===== src/rtl/uart_receiver.sv =====
// UART receiver: synchronizes rx, qualifies the start bit, samples each bit at mid-period
// and delivers the word through a valid/ack holding register with parity, frame and overrun flags.
module uart_receiver #(
    parameter int CLOCK_DIVISOR_WIDTH = 24
) (
    input  logic                           clk,
    input  logic                           rst,
    input  logic                           rx,
    input  logic [1:0]                     dataBits,
    input  logic                           hasParity,
    input  logic [1:0]                     parityMode,
    input  logic                           extraStopBit,
    input  logic [CLOCK_DIVISOR_WIDTH-1:0] clockDivisor,
    output logic                           busy,
    output logic [7:0]                     data,
    output logic                           dataValid,
    input  logic                           dataAck,
    output logic                           parityError,
    output logic                           frameError,
    output logic                           overrun
);

    localparam int W = CLOCK_DIVISOR_WIDTH;

    typedef enum logic [2:0] {IDLE, START, DATA, PARITY, STOP1, STOP2} state_t;

    state_t       state;
    state_t       state_next;
    logic         sync1;
    logic         rxs;
    logic         rxd;
    logic [W:0]   cnt;
    logic [W-1:0] div_l;
    logic [1:0]   bits_l;
    logic         par_l;
    logic [1:0]   pmode_l;
    logic         stop2_l;
    logic [7:0]   word;
    logic [2:0]   bit_idx;
    logic         par_err_p;
    logic         frm_err_p;
    logic         start_edge;
    logic         sample;
    logic         last_data;
    logic         par_expect;
    logic         frame_done;

    // Idle-high line, so the synchronizer chain resets to 1 to avoid a spurious start edge.
    always_ff @(posedge clk) begin
        if (rst) begin
            sync1 <= 1'b1;
            rxs   <= 1'b1;
            rxd   <= 1'b1;
        end else begin
            sync1 <= rx;
            rxs   <= sync1;
            rxd   <= rxs;
        end
    end

    assign start_edge = rxd & ~rxs;
    assign sample     = (state == START) ? (cnt == {1'b0, div_l}) : (cnt == {div_l, 1'b1});
    assign last_data  = (bit_idx == ({1'b0, bits_l} + 3'd4));
    assign frame_done = sample & (((state == STOP1) & ~stop2_l) | (state == STOP2));

    always_comb begin
        par_expect = 1'b0;
        case (pmode_l)
            2'b00: par_expect = 1'b0;
            2'b11: par_expect = 1'b1;
            2'b10: par_expect = ^word;
            2'b01: par_expect = ~^word;
            default: par_expect = 1'b0;
        endcase
    end

    always_ff @(posedge clk) begin
        if (rst) begin
            state <= IDLE;
        end else begin
            state <= state_next;
        end
    end

    always_comb begin
        state_next = state;
        case (state)
            IDLE:   if (start_edge) state_next = START;
            START:  if (sample) state_next = rxs ? IDLE : DATA;
            DATA:   if (sample && last_data) state_next = par_l ? PARITY : STOP1;
            PARITY: if (sample) state_next = STOP1;
            STOP1:  if (sample) state_next = stop2_l ? STOP2 : IDLE;
            STOP2:  if (sample) state_next = IDLE;
            default: state_next = IDLE;
        endcase
    end

    always_comb begin
        busy = (state != IDLE);
    end

    // Frame datapath: configuration is frozen at the start edge so mid-frame changes are ignored.
    always_ff @(posedge clk) begin
        if (rst) begin
            cnt       <= '0;
            div_l     <= '0;
            bits_l    <= 2'd0;
            par_l     <= 1'b0;
            pmode_l   <= 2'd0;
            stop2_l   <= 1'b0;
            word      <= 8'h00;
            bit_idx   <= 3'd0;
            par_err_p <= 1'b0;
            frm_err_p <= 1'b0;
        end else if (state == IDLE) begin
            cnt <= '0;
            if (start_edge) begin
                div_l     <= clockDivisor;
                bits_l    <= dataBits;
                par_l     <= hasParity;
                pmode_l   <= parityMode;
                stop2_l   <= extraStopBit;
                word      <= 8'h00;
                bit_idx   <= 3'd0;
                par_err_p <= 1'b0;
                frm_err_p <= 1'b0;
            end
        end else if (sample) begin
            cnt <= '0;
            case (state)
                DATA: begin
                    word[bit_idx] <= rxs;
                    bit_idx       <= bit_idx + 3'd1;
                end
                PARITY: if (rxs != par_expect) par_err_p <= 1'b1;
                STOP1, STOP2: if (!rxs) frm_err_p <= 1'b1;
                default: ;
            endcase
        end else begin
            cnt <= cnt + (W+1)'(1);
        end
    end

    // Holding register; a completion coinciding with an ack is not an overrun.
    always_ff @(posedge clk) begin
        if (rst) begin
            data        <= 8'h00;
            dataValid   <= 1'b0;
            parityError <= 1'b0;
            frameError  <= 1'b0;
            overrun     <= 1'b0;
        end else if (frame_done) begin
            data        <= word;
            parityError <= par_err_p;
            frameError  <= frm_err_p | ~rxs;
            overrun     <= dataValid & ~dataAck;
            dataValid   <= 1'b1;
        end else if (dataAck && dataValid) begin
            dataValid <= 1'b0;
        end
    end

endmodule


===== config.mk =====
export PLATFORM = sky130hd
export DESIGN_NAME = uart_receiver
export DESIGN_NICKNAME = d
export VERILOG_FILES = /design/src/rtl/uart_receiver.sv
export SDC_FILE = /design/constraint.sdc
export NUM_CORES = 1
export LEC_CHECK = 0
export CAP_MARGIN = 15
export CORE_MARGIN = 1.5
export CORE_UTILIZATION = 55
export CTS_BUF_LIST = sky130_fd_sc_hd__clkbuf_4
export DETAILED_ROUTE_END_ITERATION = 10
export PLACE_DENSITY = 0.78
export SYNTH_ARGS = -nofsm -noshare
export SYNTH_HDL_FRONTEND = slang
export SYNTH_SLANG_ARGS = --single-unit
export TNS_END_PERCENT = 10

===== constraint.sdc =====
create_clock -name clk -period 2.85 [get_ports clk]
set_input_delay 0.4275 -clock clk [delete_from_list [all_inputs] [get_ports clk]]
set_output_delay 0.4275 -clock clk [all_outputs]
set_load 0.05 [all_outputs]

* After elaboration in Yosys (flattened, before gate mapping) *
Index checks and enable logic that the tools add are counted.

storage, ports and cells
  flip-flop bits (word level) = 86
  input port bits = 34
  output and inout bits = 13
  logic and storage cells = 107

cells by class
  bitwise operators = 9
  equal/unequal tests = 19
  reductions and logical operators = 21
  $add $sub $neg = 3
  order comparisons = 2
  muxes and demuxes = 34

operators with widths
  kind                     count
  $mux W3                  12
  $mux W8                  4
  $add A25 B1 Y25 const B  1
  $eq A25 B24 Y1           1
  $eq A25 B25 Y1           1
  $pmux W3 S6              1
  $mux W1                  13
  $ne A2 B2 Y1 const B     6
  $reduce_bool A2 Y1       6
  $bwmux W8                1
  $reduce_and A4 Y1        2
  $reduce_xnor A8 Y1       1
  $reduce_xor A8 Y1        1
  $eq A3 B2 Y1 const B     2
  $eq A3 B3 Y1 const B     2
  $reduce_and A6 Y1        1
  $and A1 B1 Y1            4
  $eq A2 B2 Y1 const B     2
  $lt A3 B4 Y1 const B     1
  $pmux W1 S4              1
  $add A2 B3 Y3 const B    1
  $add A3 B1 Y3 const B    1
  $demux W1 S3             1
  $eq A3 B1 Y1 const B     1
  16 further kinds         21

* Logic depth before layout (Yosys ltp) *
Gate-level depths: netlist (run 1).

  depth in word-level cells = 8
  mapped depth = 12
  gate-level depth less buffers = 7

* Worst setup path after synthesis (run 1) *
No wires, ideal clock.

  kind = reg-to-reg
  from = reg state[0]
  to = reg frameError
  path buffers = 3
  slack = 300 ps
  data required time = 2728 ps
  stages on the path, launching flop included = 10
  setup time = 122 ps
  period minus slack after synthesis = 2550 ps
  arrival time = 2428 ps
  cell sequence = dfxtp_1 > buf_4 > or3b_1 > buf_6 > or3_4 > a2111oi_4 > and4_1 > buf_4 > nand3_1 > o311a_1

between the ends
  longest elaborated chain between the ends = 4
  elaborated cells between the ends (all ways) = 7
  classes of those cells = 3 x eq/ne; 1 x mux; 3 x bitwise

RTL lines
  what                    RTL line  RTL
  from (decl)             27        state_t state;
  from (signal assigned)  81        state <= state_next;
  $eq A3 B3 Y1            64        assign frame_done = sample & (((state == STOP1) & ~stop2_l) | (state == STOP2));
  $and A1 B1 Y1           64
  $or A1 B1 Y1            64
  $and A1 B1 Y1 (*)       64
  to (signal assigned)    155       frameError <= frm_err_p | ~rxs;
  to (decl)               19        output logic frameError,

Mark *: on every way between the ends. The rest lies on a longest branch, timed or not.
A chain may end at the register's enable or synchronous reset.

* Worst setup path in the final report (run 1) *
  from = reg state[0]
  to = reg word[4]

between the ends
  longest elaborated chain between the ends = 4
  elaborated cells between the ends (all ways) = 9
  classes of those cells = 3 x eq/ne; 2 x mux; 4 x reduce/logical

RTL lines
  what                             RTL line  RTL
  $eq A3 B1 Y1                     62        assign sample = (state == START) ? (cnt == {1'b0, div_l}) : (cnt == {div_l, 1'b1});
  $mux W1                          62
  $reduce_bool A2 Y1 (no line)     --
  $reduce_and A3 Y1 (no line)      --
  to (signal, indexed assignment)  132       word[bit_idx] <= rxs;
  to (decl)                        38        logic [7:0] word;

Several ways; a longest one is shown, not always the timed one.

==> results of run 1 <==
flip-flops by register name, summed over array words and instances, names as in the netlist, 2 cells and up:
signal and flops:
cnt 25, data 8, div_l 24, bit_idx 3
pmode_l 2, state 3, bits_l 2, word 8
logic make-up (layout without fill, tap and decap cells):
group	Yosys count	count (layout)	share of synthesized area, %
buffers and inverters	65	121	6.05
muxes	7	7	1.57
and+or+nand+nor	225	225	23.7
adders and majority gates	2	2	0.543
xor gates and xnor gates	55	55	10.4
DFF	86	86	37.3
AOI/OAI and AO/OA	136	136	20.4
through the flow:
step           setup WS [ps]  cells  instance area [sq um]  total power (W)
2_1_floorplan            300    576                   4610          0.00147
6_report                 131    737                   5440          0.00236
4_1_cts                 21.9    736                   5410          0.00236
3_5_place_dp             102    720                   5250          0.00159
3_3_place_gp             140    720                   5250          0.00158
5_1_grt                 27.9    737                   5440          0.00246
worst reg2reg max path, delay by kind of cell (launching register included):
family          cells  cell delay [ps]
compound gates      4              920
flops               1              420
buf+inv             2              380
simple gates        3              940
Yosys cell counts (5+ instances only):
cell type / number
inv_1: 31
nor3_1: 10
o32a_1: 7
nor2_1: 44
nand4_1: 24
nand3_1: 12
a2111oi_0: 5
clkbuf_1: 25
o31ai_1: 9
nand2_1: 95
nand2b_1: 5
o21ai_1: 6
o21ai_0: 12
and3_1: 5
nor2b_1: 9
xor2_1: 19
dfxtp_1: 86
xnor2_1: 36
a21oi_1: 59
mux2i_1: 5
o22ai_1: 6
worst max path at each step:
| stage | start | end | slack, ps |
|---|---|---|---|
| finish | state[0] | word[4] | 130 |
| global route | state[0] | bit_idx[0] | 30 |
| CTS | state[2] | busy | 20 |
| detailed placement | state[0] | overrun | 100 |
| global placement | state[0] | overrun | 140 |
| floorplan | state[0] | frameError | 300 |
power breakdown:
part	leakage, nW	switching (W)	total (W)	internal [W]
Clock	0.0844	0.000417	0.000781	0.000365
Combinational	1.14	0.000186	0.000330	0.000145
Sequential	0.695	0.0000237	0.00125	0.00122
Total	1.92	0.000626	0.00236	0.00173
per-layer routing:
layer | routed length, microns | global-route usage (%) | vias up
met4 | 157 | 6.47 | 0
met2 | 5350 | 42.9 | 180
met5 | 0 | 0 | -
li1 | - | - | 2127
met1 | 5540 | 38.7 | 2009
met3 | 833 | 6.20 | 16
repair_timing:
action	4_1_cts	5_1_grt
setup buffers	0	1
resized for setup	0	4
endpoints found under the setup margin	0	48
hold endpoints to repair	0	0
layout make-up:
class	instances	area (sq um)	area share, %
Clock buffer	10	75.1	1.38
Clock inverter	6	85.1	1.57
Inverter	31	116	2.14
Multi-Input combinational cell	425	2630	48.3
Sequential cell	86	1720	31.7
Tap cell	105	131	2.42
Timing Repair Buffer	74	681	12.5
==> results_dict.tcl, run 1 <==
set metrics [dict create \
    io_pins 47 \
    vias_per_cell 5.88 \
    worst_pin_slew_ps 721 \
    diodes 0 \
    grt-ovfl-total 0 \
    critPathMaxStageDelay_ps 470 \
    nets 663 \
    cts_sinks 86 \
    ff2ff_path_depth 9 \
    start_util_pct 56.4 \
    synth_top_area_cell "dfxtp_1" \
    leakage_nw 1.92 \
    cts.htree.levels 3 \
    crit_required_ps 3220 \
    antenna_found_initial 0 \
    cts_inserted_buffers 9 \
    drc_errors 0 \
    synthFlopType "dfxtp_1" \
    async_flop_share_pct 0 \
    io_buffers 46 \
    synth_area_leaders "dfxtp_1 37%, nand2_1 7.7%, xnor2_1 6.8%, a21oi_1 6.4%, xor2_1 3.6%" \
    seq_area_frac_synth_pct 37.3 \
    synth_area_sq_um 4610 \
    first_pass_iters 6 \
    end_kind "flop" \
    path_delay_family "simple AND/OR/NAND/NOR gates" \
    hpwl_mm 8.87 \
    mostFrequentLayoutCell "nand2_1" \
    vias 4332 \
    place_congestion 0.937 \
    finalSetupTns_ps 0 \
    r2r-end "word[4]" \
    period_share_pct 95.4 \
    cts_tree "yes" \
    maxSlewViolCount 0 \
    hold_start "rst" \
    cts_hold_buffers 0 \
    clkTransAtPathRegs_ps 130 \
    grt_pass1_wl_mm 19.0 \
    cp-start-kind "flop" \
    ant_nets 0 \
    fill_cells 704 \
    cpMostUsedCell "buf_4" \
    die_area_sq_um 8940 \
    power_density_nw_per_um2 434 \
    synth_edf_count 0 \
    final_cell_mix "95 x nand2_1, 86 x dfxtp_1, 58 x a21oi_1" \
    relSlewSlack_pct 51.7 \
    grt_max_degree 56 \
    rows 33 \
    setup_violations 0 \
    die_x_microns 94.6 \
    hold_class "primary input to flop" \
    synth_warnings 0 \
    syn_nets 612 \
    final_core_util_pct 66.5 \
    critPathKind "flop to flop" \
    final.setup_skew_ps 22.8 \
    routed_wl_mm 11.9 \
    crit_arrival_ps 3090 \
    track_usage_pct 27.5 \
    max_freq_ghz 0.368 \
    synth_top_area_share_pct 37.3 \
    yosys.cell_types.count 61 \
    ir_worst_vdd_uv 236 \
    wl_per_cell_microns 16.1 \
    cp_max_fo 8 \
    insertion_delay_ps 450 \
    die_h_microns 94.6 \
    reg2reg_slack_ps 130 \
    r2r-start "state[0]" \
    hold_path_depth 2 \
    first_iter_violations 374 \
    status "complete, no violations" \
    drive_above_1_share_pct 10.1 \
    fin_crit_ps 2720 \
    syn-instance-count 576 \
    area_growth_syn_to_layout_pct 17.9 \
    cp_num_cells 9 \
    worstPathCellList "or3b_4 > buf_4 > nor4_1 > a21oi_1 > a2111oi_4 > buf_4 > nand4_1 > o32ai_1 > o21bai_1" \
    whs_endpoint "state[2]" \
    rsz0062_at_grt "no" \
    grt_pass1_vias 3854 \
    slowest_stage "or3b_4" \
    holdWs_ps 262 \
    clock_path_buffers 2 \
    synth_seq_cells 86 \
    drv_cap 0 \
    hold_viol 0 \
    avgSynthCellArea_sq_um 8.00 \
    root_buffer "clkbuf_4" \
    path_buf_inv 2 \
    fp.coreArea_sq_um 8180 \
]
No activity file was read; power rests on OpenSTA's default activity.
==> run 2: changes to the inputs <==
--- a/config.mk
+++ b/config.mk
@@ -5,7 +5,6 @@
 export SDC_FILE = /design/constraint.sdc
 export NUM_CORES = 1
 export LEC_CHECK = 0
-export CAP_MARGIN = 15
 export CORE_MARGIN = 1.5
 export CORE_UTILIZATION = 55
 export CTS_BUF_LIST = sky130_fd_sc_hd__clkbuf_4
==> results of run 2 <==
The final DEF is identical to that of run 1; final timing and power are the same.
==> run 3: changes to the inputs <==
--- a/config.mk
+++ b/config.mk
@@ -10,6 +10,7 @@
 export CTS_BUF_LIST = sky130_fd_sc_hd__clkbuf_4
 export DETAILED_ROUTE_END_ITERATION = 10
 export PLACE_DENSITY = 0.78
+export SLEW_MARGIN = 40
 export SYNTH_ARGS = -nofsm -noshare
 export SYNTH_HDL_FRONTEND = slang
 export SYNTH_SLANG_ARGS = --single-unit
==> results of run 3 <==
The final DEF is identical to that of run 1; final timing and power are the same.
